### config.mk
export PLATFORM = sky130hd
export DESIGN_NAME = hash_wb
export DESIGN_NICKNAME = d
export VERILOG_FILES = /design/src/rtl/hash_wb.sv
export SDC_FILE = /design/constraint.sdc
export NUM_CORES = 2
export LEC_CHECK = 0
export CAP_MARGIN = 10
export CORE_UTILIZATION = 45
export DETAILED_ROUTE_END_ITERATION = 12
export MAX_ROUTING_LAYER = met4
export PLACE_DENSITY = 0.72
export SLEW_MARGIN = 20
export SYNTH_ARGS = -nofsm -noshare
export SYNTH_HDL_FRONTEND = slang
export SYNTH_SLANG_ARGS = --single-unit
### constraint.sdc
create_clock -name wb_clk_i -period 3.4 [get_ports wb_clk_i]
set_input_delay 0.34 -clock wb_clk_i [delete_from_list [all_inputs] [get_ports wb_clk_i]]
set_output_delay 0.34 -clock wb_clk_i [all_outputs]
set_load 0.005 [all_outputs]
### src/rtl/hash_wb.sv
// -----------------------------------------------------------------------------
// hash_wb : Wishbone register front-end for a block hash core (SHA-1/SHA-256).
//
// Buffers message words in two ping-pong banks. It hands each full bank to the
// hash core with a one-cycle start pulse. When the core signals completion, it
// captures the digest so software can read the digest back word by word.
//
// Ports
//   wb_clk_i, reset_n          clock, asynchronous active-low reset
//   wbs_stb_i/cyc_i/we_i       Wishbone strobe / cycle / write enable
//   wbs_sel_i, wbs_adr_i       byte selects, byte address
//   wbs_dat_i / wbs_dat_o      write / read data
//   wbs_ack_o                  one-cycle acknowledge, the cycle after acceptance
//   core_start                 one-cycle start pulse to the hash core
//   core_block                 bank being hashed, word 0 at the LSBs
//   core_done, core_digest     completion pulse and digest from the core
//   core_loop                  round index from the core (status only)
//   done, irq                  digest available / done gated by IRQ enable
//
// Register map (byte offsets from BASE_ADDRESS)
//   0x00 NR  0x04 ID  0x08 MSG_IN  0x0C OPS  0x10 MSG_IN_IDX  0x14 DIGEST
// -----------------------------------------------------------------------------
module hash_wb #(
    parameter logic [31:0] BASE_ADDRESS = 32'h3000_0024,
    parameter int          MSG_WORDS    = 16,
    parameter int          DIGEST_WORDS = 5,
    parameter logic [31:0] CTRL_ID      = 32'h5348_4131
) (
    input  logic                        wb_clk_i,
    input  logic                        reset_n,
    input  logic                        wbs_stb_i,
    input  logic                        wbs_cyc_i,
    input  logic                        wbs_we_i,
    input  logic [3:0]                  wbs_sel_i,
    input  logic [31:0]                 wbs_adr_i,
    input  logic [31:0]                 wbs_dat_i,
    output logic                        wbs_ack_o,
    output logic [31:0]                 wbs_dat_o,
    output logic                        core_start,
    output logic [32*MSG_WORDS-1:0]     core_block,
    input  logic                        core_done,
    input  logic [32*DIGEST_WORDS-1:0]  core_digest,
    input  logic [6:0]                  core_loop,
    output logic                        done,
    output logic                        irq
);

    localparam int PTR_W = (MSG_WORDS > 1) ? $clog2(MSG_WORDS) : 1;
    localparam int IDX_W = (DIGEST_WORDS > 1) ? $clog2(DIGEST_WORDS) : 1;
    localparam logic [PTR_W-1:0] PTR_LAST = PTR_W'(MSG_WORDS - 1);
    localparam logic [IDX_W-1:0] IDX_LAST = IDX_W'(DIGEST_WORDS - 1);
    localparam logic [31:0] ERR_DATA = 32'h0FFF_FFEA;
    localparam logic [31:0] NR_REGS  = 32'd6;

    typedef enum logic [1:0] {ST_IDLE, ST_START, ST_RUN} state_t;
    typedef enum logic [2:0] {
        REG_NR, REG_ID, REG_MSG_IN, REG_OPS, REG_MSG_IDX, REG_DIGEST, REG_NONE
    } reg_t;

    state_t            state;
    logic [31:0]       bank [2][MSG_WORDS];
    logic [1:0]        full_q;
    logic              fill_bank;
    logic [PTR_W-1:0]  fill_ptr;
    logic              run_bank;
    logic [31:0]       digest_q [DIGEST_WORDS];
    logic [IDX_W-1:0]  dig_idx;
    logic              on_q, irq_en_q, done_q, overflow_q;

    logic [31:0] offset;
    reg_t        reg_sel;
    logic        accept, wr_ok, msg_wr, idx_wr, ops_wr, dig_rd, soft_rst;
    logic        busy;
    logic [1:0]  full_cnt;
    logic [31:0] rd_data;

    // Address decode: anything outside the six word offsets is unmapped.
    always_comb begin
        // NOTE: every signal driven here gets a default first, so no path can
        // leave it unassigned and infer a latch.
        offset  = wbs_adr_i - BASE_ADDRESS;
        reg_sel = REG_NONE;
        case (offset)
            32'h00:  reg_sel = REG_NR;
            32'h04:  reg_sel = REG_ID;
            32'h08:  reg_sel = REG_MSG_IN;
            32'h0C:  reg_sel = REG_OPS;
            32'h10:  reg_sel = REG_MSG_IDX;
            32'h14:  reg_sel = REG_DIGEST;
            default: reg_sel = REG_NONE;
        endcase
    end

    // An access is taken only while no ack is outstanding, so each strobe is
    // acknowledged exactly once.
    assign accept   = wbs_stb_i & wbs_cyc_i & ~wbs_ack_o;
    assign wr_ok    = accept & wbs_we_i & (wbs_sel_i == 4'hF);
    assign msg_wr   = wr_ok & (reg_sel == REG_MSG_IN);
    assign idx_wr   = wr_ok & (reg_sel == REG_MSG_IDX);
    assign ops_wr   = wr_ok & (reg_sel == REG_OPS);
    assign soft_rst = ops_wr & wbs_dat_i[1];
    assign dig_rd   = accept & ~wbs_we_i & (reg_sel == REG_DIGEST) & done_q;

    assign busy     = (state != ST_IDLE);
    assign full_cnt = {1'b0, full_q[0]} + {1'b0, full_q[1]};
    assign done     = done_q;
    assign irq      = done_q & irq_en_q;

    always_comb begin
        rd_data = ERR_DATA;
        case (reg_sel)
            REG_NR:     rd_data = NR_REGS;
            REG_ID:     rd_data = CTRL_ID;
            REG_OPS:    rd_data = {17'b0, core_loop, full_cnt, busy, overflow_q,
                                   done_q, irq_en_q, 1'b0, on_q};
            REG_DIGEST: rd_data = done_q ? digest_q[dig_idx] : ERR_DATA;
            default:    rd_data = ERR_DATA;
        endcase
    end

    // The bank under hash is never written: the fill side only writes a
    // non-full bank, so core_block stays stable from START to core_done.
    always_comb begin
        core_block = '0;
        for (int w = 0; w < MSG_WORDS; w++)
            core_block[w*32 +: 32] = bank[run_bank][w];
    end

    // NOTE: all state here uses non-blocking assignments, so every branch reads
    // the pre-edge values and later statements win only for the same target.
    always_ff @(posedge wb_clk_i or negedge reset_n) begin
        if (!reset_n) begin
            state      <= ST_IDLE;
            wbs_ack_o  <= 1'b0;
            wbs_dat_o  <= '0;
            core_start <= 1'b0;
            full_q     <= '0;
            fill_bank  <= 1'b0;
            fill_ptr   <= '0;
            run_bank   <= 1'b0;
            dig_idx    <= '0;
            on_q       <= 1'b0;
            irq_en_q   <= 1'b0;
            done_q     <= 1'b0;
            overflow_q <= 1'b0;
            // NOTE: the message banks are cleared too, so core_block reads as
            // zero out of reset. This costs reset fan-out on the storage.
            for (int b = 0; b < 2; b++)
                for (int w = 0; w < MSG_WORDS; w++)
                    bank[b][w] <= '0;
            for (int d = 0; d < DIGEST_WORDS; d++)
                digest_q[d] <= '0;
        end else begin
            core_start <= 1'b0;
            wbs_ack_o  <= accept;
            if (accept)
                wbs_dat_o <= wbs_we_i ? '0 : rd_data;

            if (msg_wr) begin
                if (full_q[fill_bank]) begin
                    overflow_q <= 1'b1;
                end else begin
                    bank[fill_bank][fill_ptr] <= wbs_dat_i;
                    if (fill_ptr == PTR_LAST) begin
                        full_q[fill_bank] <= 1'b1;
                        fill_bank         <= ~fill_bank;
                        fill_ptr          <= '0;
                    end else begin
                        fill_ptr <= fill_ptr + 1'b1;
                    end
                end
            end

            if (idx_wr)
                fill_ptr <= PTR_W'(wbs_dat_i % MSG_WORDS);

            if (ops_wr && !wbs_dat_i[1]) begin
                on_q     <= wbs_dat_i[0];
                irq_en_q <= wbs_dat_i[2];
                if (wbs_dat_i[3]) begin
                    done_q     <= 1'b0;
                    overflow_q <= 1'b0;
                end
            end

            if (dig_rd)
                dig_idx <= (dig_idx == IDX_LAST) ? '0 : dig_idx + 1'b1;

            case (state)
                ST_IDLE: begin
                    if (on_q && (full_q != 2'b00)) begin
                        // With both banks full, the fill bank holds the older block.
                        run_bank   <= (full_q == 2'b11) ? fill_bank : full_q[1];
                        core_start <= 1'b1;
                        done_q     <= 1'b0;
                        state      <= ST_START;
                    end
                end
                ST_START: state <= ST_RUN;
                ST_RUN: begin
                    if (core_done) begin
                        for (int d = 0; d < DIGEST_WORDS; d++)
                            digest_q[d] <= core_digest[d*32 +: 32];
                        full_q[run_bank] <= 1'b0;
                        done_q           <= 1'b1;
                        dig_idx          <= '0;
                        state            <= ST_IDLE;
                    end
                end
                default: state <= ST_IDLE;
            endcase

            // Soft reset is last so it overrides every update above.
            if (soft_rst) begin
                full_q     <= '0;
                fill_bank  <= 1'b0;
                fill_ptr   <= '0;
                done_q     <= 1'b0;
                overflow_q <= 1'b0;
                dig_idx    <= '0;
                core_start <= 1'b0;
                state      <= ST_IDLE;
            end
        end
    end

endmodule
==> flow_summary.yaml <==
worst_setup_path:
  cpPeakStageDelay_ps: 650
  cp.required_ps: 3060
  start_kind: "register"
  crit_chain: "buf_12 > buf_4 > mux2_2 > clkdlybuf4s50_1"
  crit_path_top_delay_cell: "dfrtp_4"
  endpoint_kind: "output pin"
  arrival_ps: 2930
  cp_max_fo: 30
  critical_path_class: "register to output pin"
cts:
  cts.sinks: 1235
  clockRootBuffer: "clkbuf_16"
  cts_setup_buffers: 0
  h-tree-depth: 4
  cts_made_buffers: 134
  tritoncts: "built"
  clk_path_buf_depth: 3
  path_clk_slew_ps: 60
  worstSkewPairLatency_ps: 750
power_and_ir_drop:
  clkPwrFrac_pct: 46.6
  p_leak_nw: 34.4
  p_int_mw: 24.0
  vdd_drop_max_mv: 0.436
  powerDensity_nw_per_um2: 446
  share_comb_of_total_power_pct: 4.9
  p_sw_mw: 7.21
  seq_power_share_pct: 48.5
  p_sw_share_pct: 23.1
floorplanning:
  die_height_microns: 350
  placementRows: 127
  top_level_ports: 789
  start_util_pct: 45.4
  fp.coreArea_sq_um: 120000
  fp.dieW_microns: 350
  die_area_sq_um: 123000
yosys:
  synth_top_area_share_pct: 56.7
  synth_area_leaders: "dfrtp_1 57%, mux2_2 30%, nand2_1 3.7%, clkbuf_1 1.3%, mux4_2 1.2%"
  muxShareOfSynthArea_pct: 33.1
  synth_most_common_cell: "mux2_2"
  synthXorXnorAreaFrac_pct: 0.0803
  synth.cell_area_sq_um: 54600
  synth_top_area_cell: "dfrtp_1"
  synthCells: 3976
  avgSynthCellArea_sq_um: 13.7
  synth_nets: 4225
  synth_edf_count: 0
  ys_seq_area_share_pct: 56.7
  ys_dominant_reg_cell: "dfrtp_1"
  synthDistinctLibCells: 63
  synth_top_family_by_area: "multiplexers"
  ys_async_sr_fraction_pct: 100
  yosys_warnings: 0
  synth_compound_area_share_pct: 1.78
  synth_fa_ha_area_share_pct: 0.183
  ys_ff_latch: 1235
  synth.top_cells.by_count: "1474 x mux2_2, 1235 x dfrtp_1, 537 x nand2_1, 186 x clkbuf_1, 89 x buf_2"
  synth-simple-area-share_pct: 5.49
grt:
  antenna_found_initial: 12
  grt_usage_pct: 27.9
  grt_max_degree: 115
  grt.overflow.total: 0
  grt_pass1_vias: 36800
  grt_pass1_wl_mm: 246
route:
  vias: 35900
  final_antenna_net_count: 0
  wl_per_cell_microns: 25.5
  via_per_inst: 5.53
  first_iter_violations: 2460
  drt-total-wl_mm: 166
  drc_errors: 0
  dr.pass1.iters: 5
sta:
  max_slew.worst_pin.slew_ps: 1120
  finalMaxSlewViolations: 0
  clock_skew_ps: 22.3
  setup_viol: 0
  rsz0062_at_grt: "no"
  period_needed_ps: 3270
  relSlewSlack_pct: 25.1
  fmax_mhz: 306
  setup_slack_ps: 131
  hold_violations: 0
  period_share_pct: 96.1
final_layout:
  area_growth_pct: 28.2
  layout-drive-gt1-share_pct: 41.1
  fill_cells: 9634
  finalInstanceArea_sq_um: 69900
  fin_nets: 5016
worst_hold_path:
  hp-class: "input pin to register"
placement:
  hpwl_mm: 114
  port-buffer-count: 788
  gp_congestion: 0.921
  pre_cts_ws_ps: -242
  placed_area_sq_um: 65500
job:
  cap_viol_max_count: 0
outcome:
  status: "complete, no violations"
## final timing paths
| kind | slack [ps] | end | depth (start not counted) | start |
|---|---|---|---|---|
| max | 130 | core_block[141] | 4 | run_bank |
| min | 120 | digest_q[53] | 3 | core_digest[117] |
| max reg2reg | 620 | bank[227] | 10 | wbs_ack_o |
| min reg2reg | 470 | digest_q[67] | 2 | digest_q[67] |
| max in group asynchronous | 2030 | bank[430] | 3 | reset_n |
| min in group asynchronous | 190 | digest_q[117] | 2 | reset_n |
## cell usage in the layout (no fill, tap or decap), types with 6 or more instances in the layout
cell	instances
mux2_2	1474
dfrtp_1	1232
clkdlybuf4s50_1	774
nand2_1	534
clkbuf_16	135
buf_4	122
buf_12	76
o21ai_0	33
clkbuf_1	32
mux2_4	30
mux4_2	29
nor2_1	28
clkbuf_8	26
mux2_1	25
a21oi_1	24
nand3_1	20
clkinv_2	19
o211ai_1	16
a221o_1	16
nand4_1	15
inv_1	13
buf_2	13
diode_2	11
a221oi_1	10
nor3_1	9
a22o_1	8
mux2i_1	8
ha_1	8
nand4_2	7
nand3b_1	6
and3_1	6
clkinv_8	6
bufinv_16	6
## power by group through the flow
stage	Sequential (mW)	Clock, mW	Combinational, mW
after floorplan	15.3	0	0.480
after global placement	15.4	0	1.53
after detailed placement	15.4	0	1.55
after CTS	15.1	14.8	1.56
after global routing	15.1	15.4	1.69
final	15.1	14.5	1.54
## layer usage
metal / routed length (microns) / vias to the layer above / global-route usage (%)
met5: 0 / - / -
met4: 6980 / 0 / 11.7
met3: 9990 / 317 / 4.86
met2: 76300 / 1171 / 42.0
met1: 72500 / 18800 / 37.3
li1: - / 15600 / -
## registers in the layout, summed over array words and instances (netlist names)
name and flops:
fill_bank 1, bank 1024, dig_idx 3, run_bank 1, overflow_q 1, wbs_dat_o 32
core_start 1, on_q 1, digest_q 160, irq_en_q 1, done 1, wbs_ack_o 1
fill_ptr 4, state 2, full_q 2
## cell families (layout without fill, tap and decap cells)
group	count (synthesis)	in the layout
and+or+nand+nor	683	683
xor gates and xnor gates	5	5
buffers and inverters	345	1237
adders and majority gates	8	8
other	0	11
DFF	1235	1235
AOI/OAI and AO/OA	134	134
muxes	1566	1566
## repair_timing
item	CTS	global route
hold buffers	1	0
gates resized for setup	0	0
endpoints found under the hold margin	67	0
## final cells by class
type | count | area (sq um) | area share [%]
Inverter | 14 | 52.6 | 0.0751
Clock buffer | 193 | 3860 | 5.51
Clock inverter | 44 | 537 | 0.767
Tap cell | 1612 | 2020 | 2.88
Sequential cell | 1235 | 30900 | 44.2
Multi-Input combinational cell | 2396 | 22300 | 31.9
Antenna cell | 11 | 27.5 | 0.0394
Timing Repair Buffer | 986 | 10300 | 14.7
## critical path: cells and delay by family, from the launching register on
kind     cells  cell delay (ps)
buf+inv      3             1130
flops        1              650
mux          1              370
## metrics by stage
stage | hold WS [ps] | cells | setup TNS (ps) | total power, mW | util [%]
3_5_place_dp | 381 | 6242 | -82290 | 16.9 | 54.5
3_3_place_gp | 358 | 6242 | -46440 | 16.9 | 54.5
5_1_grt | 105 | 6488 | 0 | 32.2 | 58.2
2_1_floorplan | 44.4 | 3976 | 0 | 15.8 | -
6_report | 121 | 6491 | 0 | 31.2 | 58.2
4_1_cts | 59.5 | 6480 | 0 | 31.5 | 58.2
Note: power is estimated with default switching activity, not from simulation.
